===== config.mk =====
export PLATFORM = sky130hd
export DESIGN_NAME = count_display
export DESIGN_NICKNAME = d
export VERILOG_FILES = /design/src/rtl/count_display.sv
export SDC_FILE = /design/constraint.sdc
export NUM_CORES = 1
export LEC_CHECK = 0
export CAP_MARGIN = 20
export CORE_MARGIN = 4
export CORE_UTILIZATION = 50
export DETAILED_ROUTE_END_ITERATION = 10
export PLACE_DENSITY = 0.75
export SETUP_SLACK_MARGIN = 0.5
export SLEW_MARGIN = 20
export SYNTH_ARGS = -nofsm -noshare
export SYNTH_HDL_FRONTEND = slang
export SYNTH_SLANG_ARGS = --single-unit
export TNS_END_PERCENT = 30

===== constraint.sdc =====
create_clock -name clk -period 1.7 [get_ports clk]
set_input_delay 0.34 -clock clk [delete_from_list [all_inputs] [get_ports clk]]
set_output_delay 0.34 -clock clk [all_outputs]
set_load 0.02 [all_outputs]

===== src/rtl/count_display.sv =====
// Converts a 7-bit count to three BCD digits by double dabble and scans them
// onto a multiplexed three-digit seven-segment display with leading-zero blanking.
module count_display #(
    parameter int unsigned SCAN_DIV   = 1000,
    parameter bit          ACTIVE_LOW = 1'b1
) (
    input  logic        clk,
    input  logic        rst,
    input  logic [6:0]  value,
    output logic [6:0]  seg,
    output logic [2:0]  an,
    output logic [11:0] bcd,
    output logic        busy,
    output logic        valid
);

    localparam int unsigned SHIFTS = 7;
    localparam int unsigned SCAN_W = (SCAN_DIV > 2) ? $clog2(SCAN_DIV) : 1;

    typedef enum logic [1:0] {IDLE, SHIFT, DONE} state_t;

    state_t              state, state_next;
    logic [6:0]          bin_work;
    logic [6:0]          last_val;
    logic [11:0]         bcd_work;
    logic [11:0]         bcd_adj_c;
    logic [2:0]          iter;
    logic                pending;
    logic                start_c;
    logic                last_shift_c;
    logic [SCAN_W-1:0]   scan_cnt;
    logic [1:0]          digit;
    logic [1:0]          digit_next_c;
    logic                wrap_c;
    logic                lit_c;
    logic [3:0]          nib_c;
    logic [6:0]          seg_hi_c;
    logic [2:0]          an_hi_c;

    assign start_c      = pending || (value != last_val);
    assign last_shift_c = (iter == 3'(SHIFTS - 1));

    always_ff @(posedge clk) begin
        if (rst) state <= IDLE;
        else     state <= state_next;
    end

    always_comb begin
        state_next = state;
        case (state)
            IDLE:    if (start_c) state_next = SHIFT;
            SHIFT:   if (last_shift_c) state_next = DONE;
            DONE:    state_next = IDLE;
            default: state_next = IDLE;
        endcase
    end

    // Add-3 correction on every nibble that would overflow past 9 when doubled
    always_comb begin
        bcd_adj_c = bcd_work;
        for (int d = 0; d < 3; d++) begin
            if (bcd_work[4*d +: 4] >= 4'd5) bcd_adj_c[4*d +: 4] = bcd_work[4*d +: 4] + 4'd3;
        end
    end

    always_ff @(posedge clk) begin
        if (rst) begin
            bcd      <= 12'h000;
            valid    <= 1'b0;
            busy     <= 1'b0;
            last_val <= 7'd0;
            pending  <= 1'b1;
            iter     <= 3'd0;
            bin_work <= 7'd0;
            bcd_work <= 12'h000;
        end else begin
            busy <= (state_next != IDLE);
            case (state)
                IDLE: begin
                    if (start_c) begin
                        bin_work <= value;
                        bcd_work <= 12'h000;
                        last_val <= value;
                        pending  <= 1'b0;
                        iter     <= 3'd0;
                    end
                end
                SHIFT: begin
                    bcd_work <= {bcd_adj_c[10:0], bin_work[6]};
                    bin_work <= {bin_work[5:0], 1'b0};
                    iter     <= iter + 3'd1;
                end
                DONE: begin
                    bcd   <= bcd_work;
                    valid <= 1'b1;
                end
                default: ;
            endcase
        end
    end

    assign wrap_c       = (scan_cnt == SCAN_W'(SCAN_DIV - 1));
    assign digit_next_c = (digit == 2'd2) ? 2'd0 : digit + 2'd1;

    // Digit selection and blanking for the slot that starts at the next wrap
    always_comb begin
        nib_c = bcd[3:0];
        lit_c = valid;
        case (digit_next_c)
            2'd1: begin
                nib_c = bcd[7:4];
                lit_c = valid && (bcd[11:4] != 8'h00);
            end
            2'd2: begin
                nib_c = bcd[11:8];
                lit_c = valid && (bcd[11:8] != 4'h0);
            end
            default: ;
        endcase
    end

    always_comb begin
        seg_hi_c = 7'h00;
        an_hi_c  = 3'b000;
        if (lit_c) begin
            an_hi_c = 3'(3'b001 << digit_next_c);
            case (nib_c)
                4'd0:    seg_hi_c = 7'b0111111;
                4'd1:    seg_hi_c = 7'b0000110;
                4'd2:    seg_hi_c = 7'b1011011;
                4'd3:    seg_hi_c = 7'b1001111;
                4'd4:    seg_hi_c = 7'b1100110;
                4'd5:    seg_hi_c = 7'b1101101;
                4'd6:    seg_hi_c = 7'b1111101;
                4'd7:    seg_hi_c = 7'b0000111;
                4'd8:    seg_hi_c = 7'b1111111;
                4'd9:    seg_hi_c = 7'b1101111;
                default: seg_hi_c = 7'h00;
            endcase
        end
    end

    always_ff @(posedge clk) begin
        if (rst) begin
            scan_cnt <= '0;
            digit    <= 2'd0;
            seg      <= {7{ACTIVE_LOW}};
            an       <= {3{ACTIVE_LOW}};
        end else if (wrap_c) begin
            scan_cnt <= '0;
            digit    <= digit_next_c;
            seg      <= seg_hi_c ^ {7{ACTIVE_LOW}};
            an       <= an_hi_c ^ {3{ACTIVE_LOW}};
        end else begin
            scan_cnt <= scan_cnt + SCAN_W'(1);
        end
    end

endmodule


== Word level (Yosys, flattened, before mapping) ==
Memories as Yosys holds them, arrays and structs flattened.
Cells that the tools add are included.
Storage, ports and cells
  register bits: 68
  memory bits (read-only): 112
  memories: 1
  bits of input ports: 9
Memory list
  (no name shown): depth 16, bits a word 7, read ports 1, clocked after Yosys merged registers in 0, write ports 0, line 127  | case (nib_c)
Cells by class
  order comparisons: 3
  multiplexer cells: 17
  shift operators: 1
  equality and inequality tests: 9
  bitwise gates (word level): 2
  add/sub/neg operators: 6
  reduce and logical (&&, ||, !) cells: 11
Operator list (number)
  12-bit case mux with 2 select lines: 1
  7-bit 2-to-1 mux: 2
  7-bit case mux with 2 select lines: 1
  4-bit by 3-bit greater-or-equal comparator with 1-bit output (second input constant): 3
  12-bit 2-to-1 mux: 1
  10-bit by 1-bit adder with 10-bit output (second input constant): 1
  10-bit == test (second input constant): 1
  3-bit 2-to-1 mux: 3
  4-bit by 2-bit adder with 4-bit output (second input constant): 2
  4-bit 2-to-1 mux: 2
  4-bit case mux with 2 select lines: 1
  8-bit nonzero test: 1
  7-bit != test: 1
  7-bit NOT: 1
  2-bit == test (second input constant): 3
  2-bit 2-to-1 mux: 3
  3-bit case mux with 2 select lines: 1
  2-bit by 1-bit == test with 1-bit output (second input constant): 2
  2-bit case mux with 2 select lines: 1
  2-bit AND reduction: 2
  2-bit nonzero test: 2
  4-bit nonzero test: 1
  3-bit by 1-bit adder with 3-bit output (second input constant): 1
  3-bit by 2-bit adder with 3-bit output (second input constant): 1
  10 further kinds: 11

== Longest topological paths before layout ==
Gate-level depths: netlist of run 1.
An unclocked memory read counts as a cell.
  word-level depth: 7
  depth in mapped cells: 8

== Worst setup path before layout of run 1 ==
OpenSTA, ideal clock, no wires.
  path type: register to register
  start: register digit[0]
  end: register seg[6]
  path buffers: 1
  cell stages (with the launch flop): 9
  setup slack: -135 ps
  setup time: 116 ps
  data arrival time: 1719 ps
  data required time: 1584 ps
  cell sequence: dfxtp_1 -> buf_6 -> mux2_2 -> mux2i_1 -> inv_1 -> ha_1 -> nor2_1 -> a211oi_1 -> o22a_2
Between the ends
  word-level cells in the longest chain between the ends: 7
  elaborated cells on any way between the ends: 10
  those cells by class: add/sub: 1; eq/ne: 3; mux: 4; bitwise: 1; memory: 1
RTL lines
  from (decl): line 32  | logic [1:0] digit;
  from (signal assigned): line 151  | digit <= digit_next_c;
  2-bit by 1-bit adder with 2-bit output or 2-bit == test (tied branches): line 103  | assign digit_next_c = (digit == 2'd2) ? 2'd0 : digit + 2'd1;
  2-bit 2-to-1 mux *: line 103
  2-bit == test or 2-bit by 1-bit == test with 1-bit output (tied branches): line 109  | case (digit_next_c)
  4-bit case mux with 2 select lines: line 109
  memory read 16 x 7 bit
  7-bit 2-to-1 mux *: line 125  | if (lit_c) begin
  7-bit NOT (no line) *
  to (signal assigned): line 147  | seg <= {7{ACTIVE_LOW}};
  to (signal assigned): line 152  | seg <= seg_hi_c ^ {7{ACTIVE_LOW}};
  to (decl): line 10  | output logic [6:0] seg,
Every way passes the cells marked *; elsewhere a longest branch is shown, timed or not.
A chain may end at the register's enable or synchronous reset.

== Worst setup path after layout of run 1 ==
  start: register digit[0]
  end: register seg[5]
Same word-level chain as after synthesis.

==> results by stage, run 1 <==
Worst hold path:
- The instance count along the most critical hold path is 3.
- The hold-critical path endpoint is last_val[1].
- The tightest min-delay check is of the in2reg type.
- The worst hold path begins at value[1].

Routing:
- The post-route antenna net violation count is 0.
- The post-detailed-route via-to-cell ratio is 5.50.
- The first-iteration detailed-routing DRC count is 130.
- In the final routed layout, each cell accounts on average for 15.3 µm.
- The final route contains 2798 vias.
- The total length of routed wires is 7770 µm.
- The total DRC errors in the routed layout is 0.
- Before antenna repair, the detailed router went through 4 iterations.

Outcome:
- The run finished with clean final reports.

Power:
- Of the total power, the share spent switching nets is 0.249.
- The proportion of power drawn by flip-flops and latches is 0.474.
- The analysis attributes to cell leakage a power of 0.00171 µW.
- The internal power is 2630 µW.
- The part of the total power dissipated in the clock network is 0.427.
- Power spread over the standard cell area amounts to 774 nW/µm².
- The maximum VDD drop is 0.000771 V.
- The net switching power is 873 µW.
- The share of total power dissipated in combinational logic is 0.100.

STA:
- For the pin with the worst max-slew slack, the measured transition is 0.411 ns.
- The total count of max-transition violations in the final report is 0.
- The final critical path time including I/O delays and setup is 1.67 ns.
- The minimum hold slack is 0.459 ns.
- Setup slack closes at 0.0271 ns.
- The clock tree skew after final layout is 0.0102 ns.
- Headroom to the max-slew limit came out at 0.724.
- Timing would allow up to 598 MHz.
- Dividing the final minimum period by the clock period gives 0.984.
- The setup violation total in the final timing report is 0.
- The final hold violation count is 0.
- The aggregate negative setup slack is 0 ns.
- Setup repair after global routing could not meet its margin everywhere.

Global routing:
- For met3 alone, demand over resource in global routing was 0.0551.
- The global-route usage over all layers is 0.195.
- The global routing stage identified its most utilized layer as met2.
- The number of global-route vias before repair was 2721.
- The number of antenna violations at the first check in global routing is 0.
- The total overflow left after global routing is 0.
- The largest net degree at the start of global routing is 48.
- The global-route wire length before repair is 11800 µm.
- The met1 usage in global routing is 0.233.
- For this run, global-route usage on met2 was measured as 0.325.

CTS:
- The clock tree from TritonCTS is built.
- The maximum number of buffers from clock root to sink is 2.
- For this design, the sink count on the clock tree is 68.
- The number of H-tree branching levels is 3.
- The clock latency at the later pin of the worst-skew pair is 0.35 ns.
- The root buffer cell is sky130_fd_sc_hd__clkbuf_8.
- Buffers inserted to repair hold after CTS numbered 0.
- The CTS buffer count is 9.
- The clock transition at the registers of the reported paths is 0.08 ns.

Cells and area:
- The filler cell count in the final layout is 399.
- Compared with the post-synthesis result, the final layout area differs by 46.4%.
- The ratio of cells with drive above 1 in the final layout is 0.456.
- The antenna cell count is 0.
- The utilization of the core after routing is 0.761.
- The number of nets at the end of the flow is 452.

Floorplan:
- The full die area is 7510 µm².
- The number of cell rows is 28.
- The overall die height is 86.7 µm.
- 33 I/O pins were placed.
- Measured along the x axis, the die boundary spans 86.7 µm.
- The total core area is 5960 µm².
- The initial utilization of the core area, before any placement, comes to 0.519.

Yosys:
- The number of different library cells used by synthesis comes to 41.
- The number of nets produced by synthesis is 390.
- The number of warning messages in the yosys log is 0.
- The cell type with the highest aggregate area in the netlist is sky130_fd_sc_hd__dfxtp_1.
- The mean cell area of the mapped netlist is 8.43 µm².
- Sorting the synthesized cells by area gives the leading types as sky130_fd_sc_hd__dfxtp_1 44%, sky130_fd_sc_hd__nand2_1 7.0%, sky130_fd_sc_hd__a21oi_1 6.5%.
- The number of synthesized register bits is 68.
- For this run, the register share of the synthesized area comes to 0.440.
- After synthesis the cells add up to 3090 µm².
- The fraction of synthesized cell area taken by the top area cell type is 0.440.
- Synthesis handed over a netlist of 367 instances.

Setup path:
- For the worst setup path, the data required time is 1.95 ns.
- STA classifies the critical path startpoint as a flop.
- In this run the critical register-to-register path is captured at seg[5].
- In this run the critical register-to-register path is launched from digit[0].
- STA classifies the critical path endpoint as a flop.
- The worst register-to-register path has a depth of 7.
- The worst reg-to-reg setup slack is 0.03 ns.
- The worst setup path is of the reg2reg kind.
- The maximum net fanout on the critical path is 4.
- The first element of the critical path is digit[0].
- The signal arrival time at the worst endpoint is 1.92 ns.

Placement:
- Detailed placement finished with a half-perimeter wire length of 4450 µm.
- The count of buffers added on input and output ports is 32.
- The congestion estimate from routability-driven global placement came to 0.755.
- The setup slack at placement is -0.300 ns.

Flow run:
- Max-cap violations in this run came to 0.
## per-stage QoR
step | area, µm² | total power [µW] | instances
detailed placement | 3640 | 1920 | 475
floorplan | 3140 | 1840 | 367
CTS | 3930 | 3410 | 500
global route | 4530 | 3630 | 509
finish | 4530 | 3510 | 509
global placement | 3640 | 1920 | 475
## sequential cells by signal (all words and copies together), names as in the netlist, 3 cells and up
name / cells
an: 3
bcd: 12
bcd_work: 12
bin_work: 7
iter: 3
last_val: 7
scan_cnt: 10
seg: 7
## routing by layer
| metal | up-vias | part of all wire |
|---|---|---|
| li1 | 1384 | - |
| met1 | 1344 | 0.42 |
| met2 | 54 | 0.52 |
| met3 | 16 | 0.041 |
| met4 | 0 | 0.018 |
| met5 | - | 0 |
## how the worst max path moves through the flow
stage,end,cells past startpoint
final,seg[5],7
after global routing,seg[3],7
after CTS,seg[3],6
after detailed placement,bin_work[1],7
after global placement,bin_work[2],7
after floorplan,seg[3],7
## synthesized netlist by cell type
cell type,count
sky130_fd_sc_hd__mux2i_1,8
sky130_fd_sc_hd__or3_1,2
sky130_fd_sc_hd__xnor2_1,11
sky130_fd_sc_hd__and4bb_2,1
sky130_fd_sc_hd__nand2b_1,8
sky130_fd_sc_hd__nor4_1,1
sky130_fd_sc_hd__and3_2,1
sky130_fd_sc_hd__a31oi_1,12
sky130_fd_sc_hd__buf_2,5
sky130_fd_sc_hd__o22a_1,2
sky130_fd_sc_hd__buf_1,1
sky130_fd_sc_hd__and2b_1,1
sky130_fd_sc_hd__and4bb_1,1
sky130_fd_sc_hd__mux2i_4,1
sky130_fd_sc_hd__o21a_1,1
sky130_fd_sc_hd__a211oi_1,2
sky130_fd_sc_hd__o21ai_2,2
sky130_fd_sc_hd__o31ai_1,1
sky130_fd_sc_hd__o31a_1,1
sky130_fd_sc_hd__clkbuf_1,12
sky130_fd_sc_hd__a21oi_1,40
sky130_fd_sc_hd__and2_1,2
sky130_fd_sc_hd__buf_6,1
sky130_fd_sc_hd__xor2_1,8
sky130_fd_sc_hd__o22a_2,4
sky130_fd_sc_hd__nand3_1,30
sky130_fd_sc_hd__o211ai_1,1
sky130_fd_sc_hd__buf_4,1
sky130_fd_sc_hd__mux2_4,1
sky130_fd_sc_hd__nor3_1,6
sky130_fd_sc_hd__dfxtp_1,68
sky130_fd_sc_hd__nor2b_1,3
sky130_fd_sc_hd__nand4_1,1
sky130_fd_sc_hd__ha_1,14
sky130_fd_sc_hd__nand2_1,58
sky130_fd_sc_hd__nand4_2,1
sky130_fd_sc_hd__o21ai_0,9
sky130_fd_sc_hd__mux2_2,1
sky130_fd_sc_hd__inv_1,10
sky130_fd_sc_hd__and3_1,2
sky130_fd_sc_hd__nor2_1,32
## layout make-up
cell class | count | area, µm² | area share
clock buffers | 10 | 138 | 0.0304
flip-flops and latches | 68 | 1420 | 0.314
inverters | 10 | 37.5 | 0.00829
multi-input cells | 269 | 2060 | 0.456
well taps | 75 | 93.8 | 0.0207
clock inverters | 6 | 87.6 | 0.0193
repair buffers | 71 | 689 | 0.152
## cell usage in the layout (no fill, tap or decap), types with 10 or more instances in the layout
cell type                  instances
sky130_fd_sc_hd__nand3_1          11
sky130_fd_sc_hd__buf_4            35
sky130_fd_sc_hd__nor2_1           24
sky130_fd_sc_hd__dfxtp_2          20
sky130_fd_sc_hd__nand3_2          19
sky130_fd_sc_hd__nand2_1          51
sky130_fd_sc_hd__clkbuf_8         10
sky130_fd_sc_hd__a21oi_2          22
sky130_fd_sc_hd__dfxtp_1          39
sky130_fd_sc_hd__a21oi_1          18
sky130_fd_sc_hd__buf_6            20
## power groups by stage
stage                     Clock (µW)  Sequential [µW]  Combinational, µW
after detailed placement           0             1700                223
after global routing            1580             1670                376
final                           1500             1660                349
after floorplan                    0             1700                145
after global placement             0             1700                217
after CTS                       1510             1660                237
## logic make-up after synthesis
family | Yosys count | synth area share
buffers and inverters | 30 | 0.0421
muxes | 11 | 0.0417
xor gates and xnor gates | 19 | 0.0538
adders and majority gates | 14 | 0.0566
AOI/OAI and AO/OA | 75 | 0.143
DFF | 68 | 0.440
and+or+nand+nor | 150 | 0.223
## critical path, cell delays in order (launching register included)
cell and delay (ns):
sky130_fd_sc_hd__dfxtp_4 0.38, sky130_fd_sc_hd__mux2_4 0.31, sky130_fd_sc_hd__mux2i_4 0.20, sky130_fd_sc_hd__inv_2 0.09
sky130_fd_sc_hd__ha_2 0.20, sky130_fd_sc_hd__nor2_4 0.14, sky130_fd_sc_hd__a211oi_2 0.05, sky130_fd_sc_hd__o22a_1 0.20
## what timing repair did
action | 4_1_cts | 5_1_grt
endpoints found under the setup margin | 84 | 92
setup buffers | 7 | 8
hold endpoints to repair | 0 | 0
pin swaps | 15 | 44
gates cloned | 2 | 1
gates resized for setup | 124 | 166
No activity file was read; power rests on OpenSTA's default activity.
==> run 2, diff against run 1 <==
--- a/config.mk
+++ b/config.mk
@@ -5,7 +5,6 @@
 export SDC_FILE = /design/constraint.sdc
 export NUM_CORES = 1
 export LEC_CHECK = 0
-export CAP_MARGIN = 20
 export CORE_MARGIN = 4
 export CORE_UTILIZATION = 50
 export DETAILED_ROUTE_END_ITERATION = 10
==> results of run 2 <==
The final DEF is identical to that of run 1; final timing and power are the same.
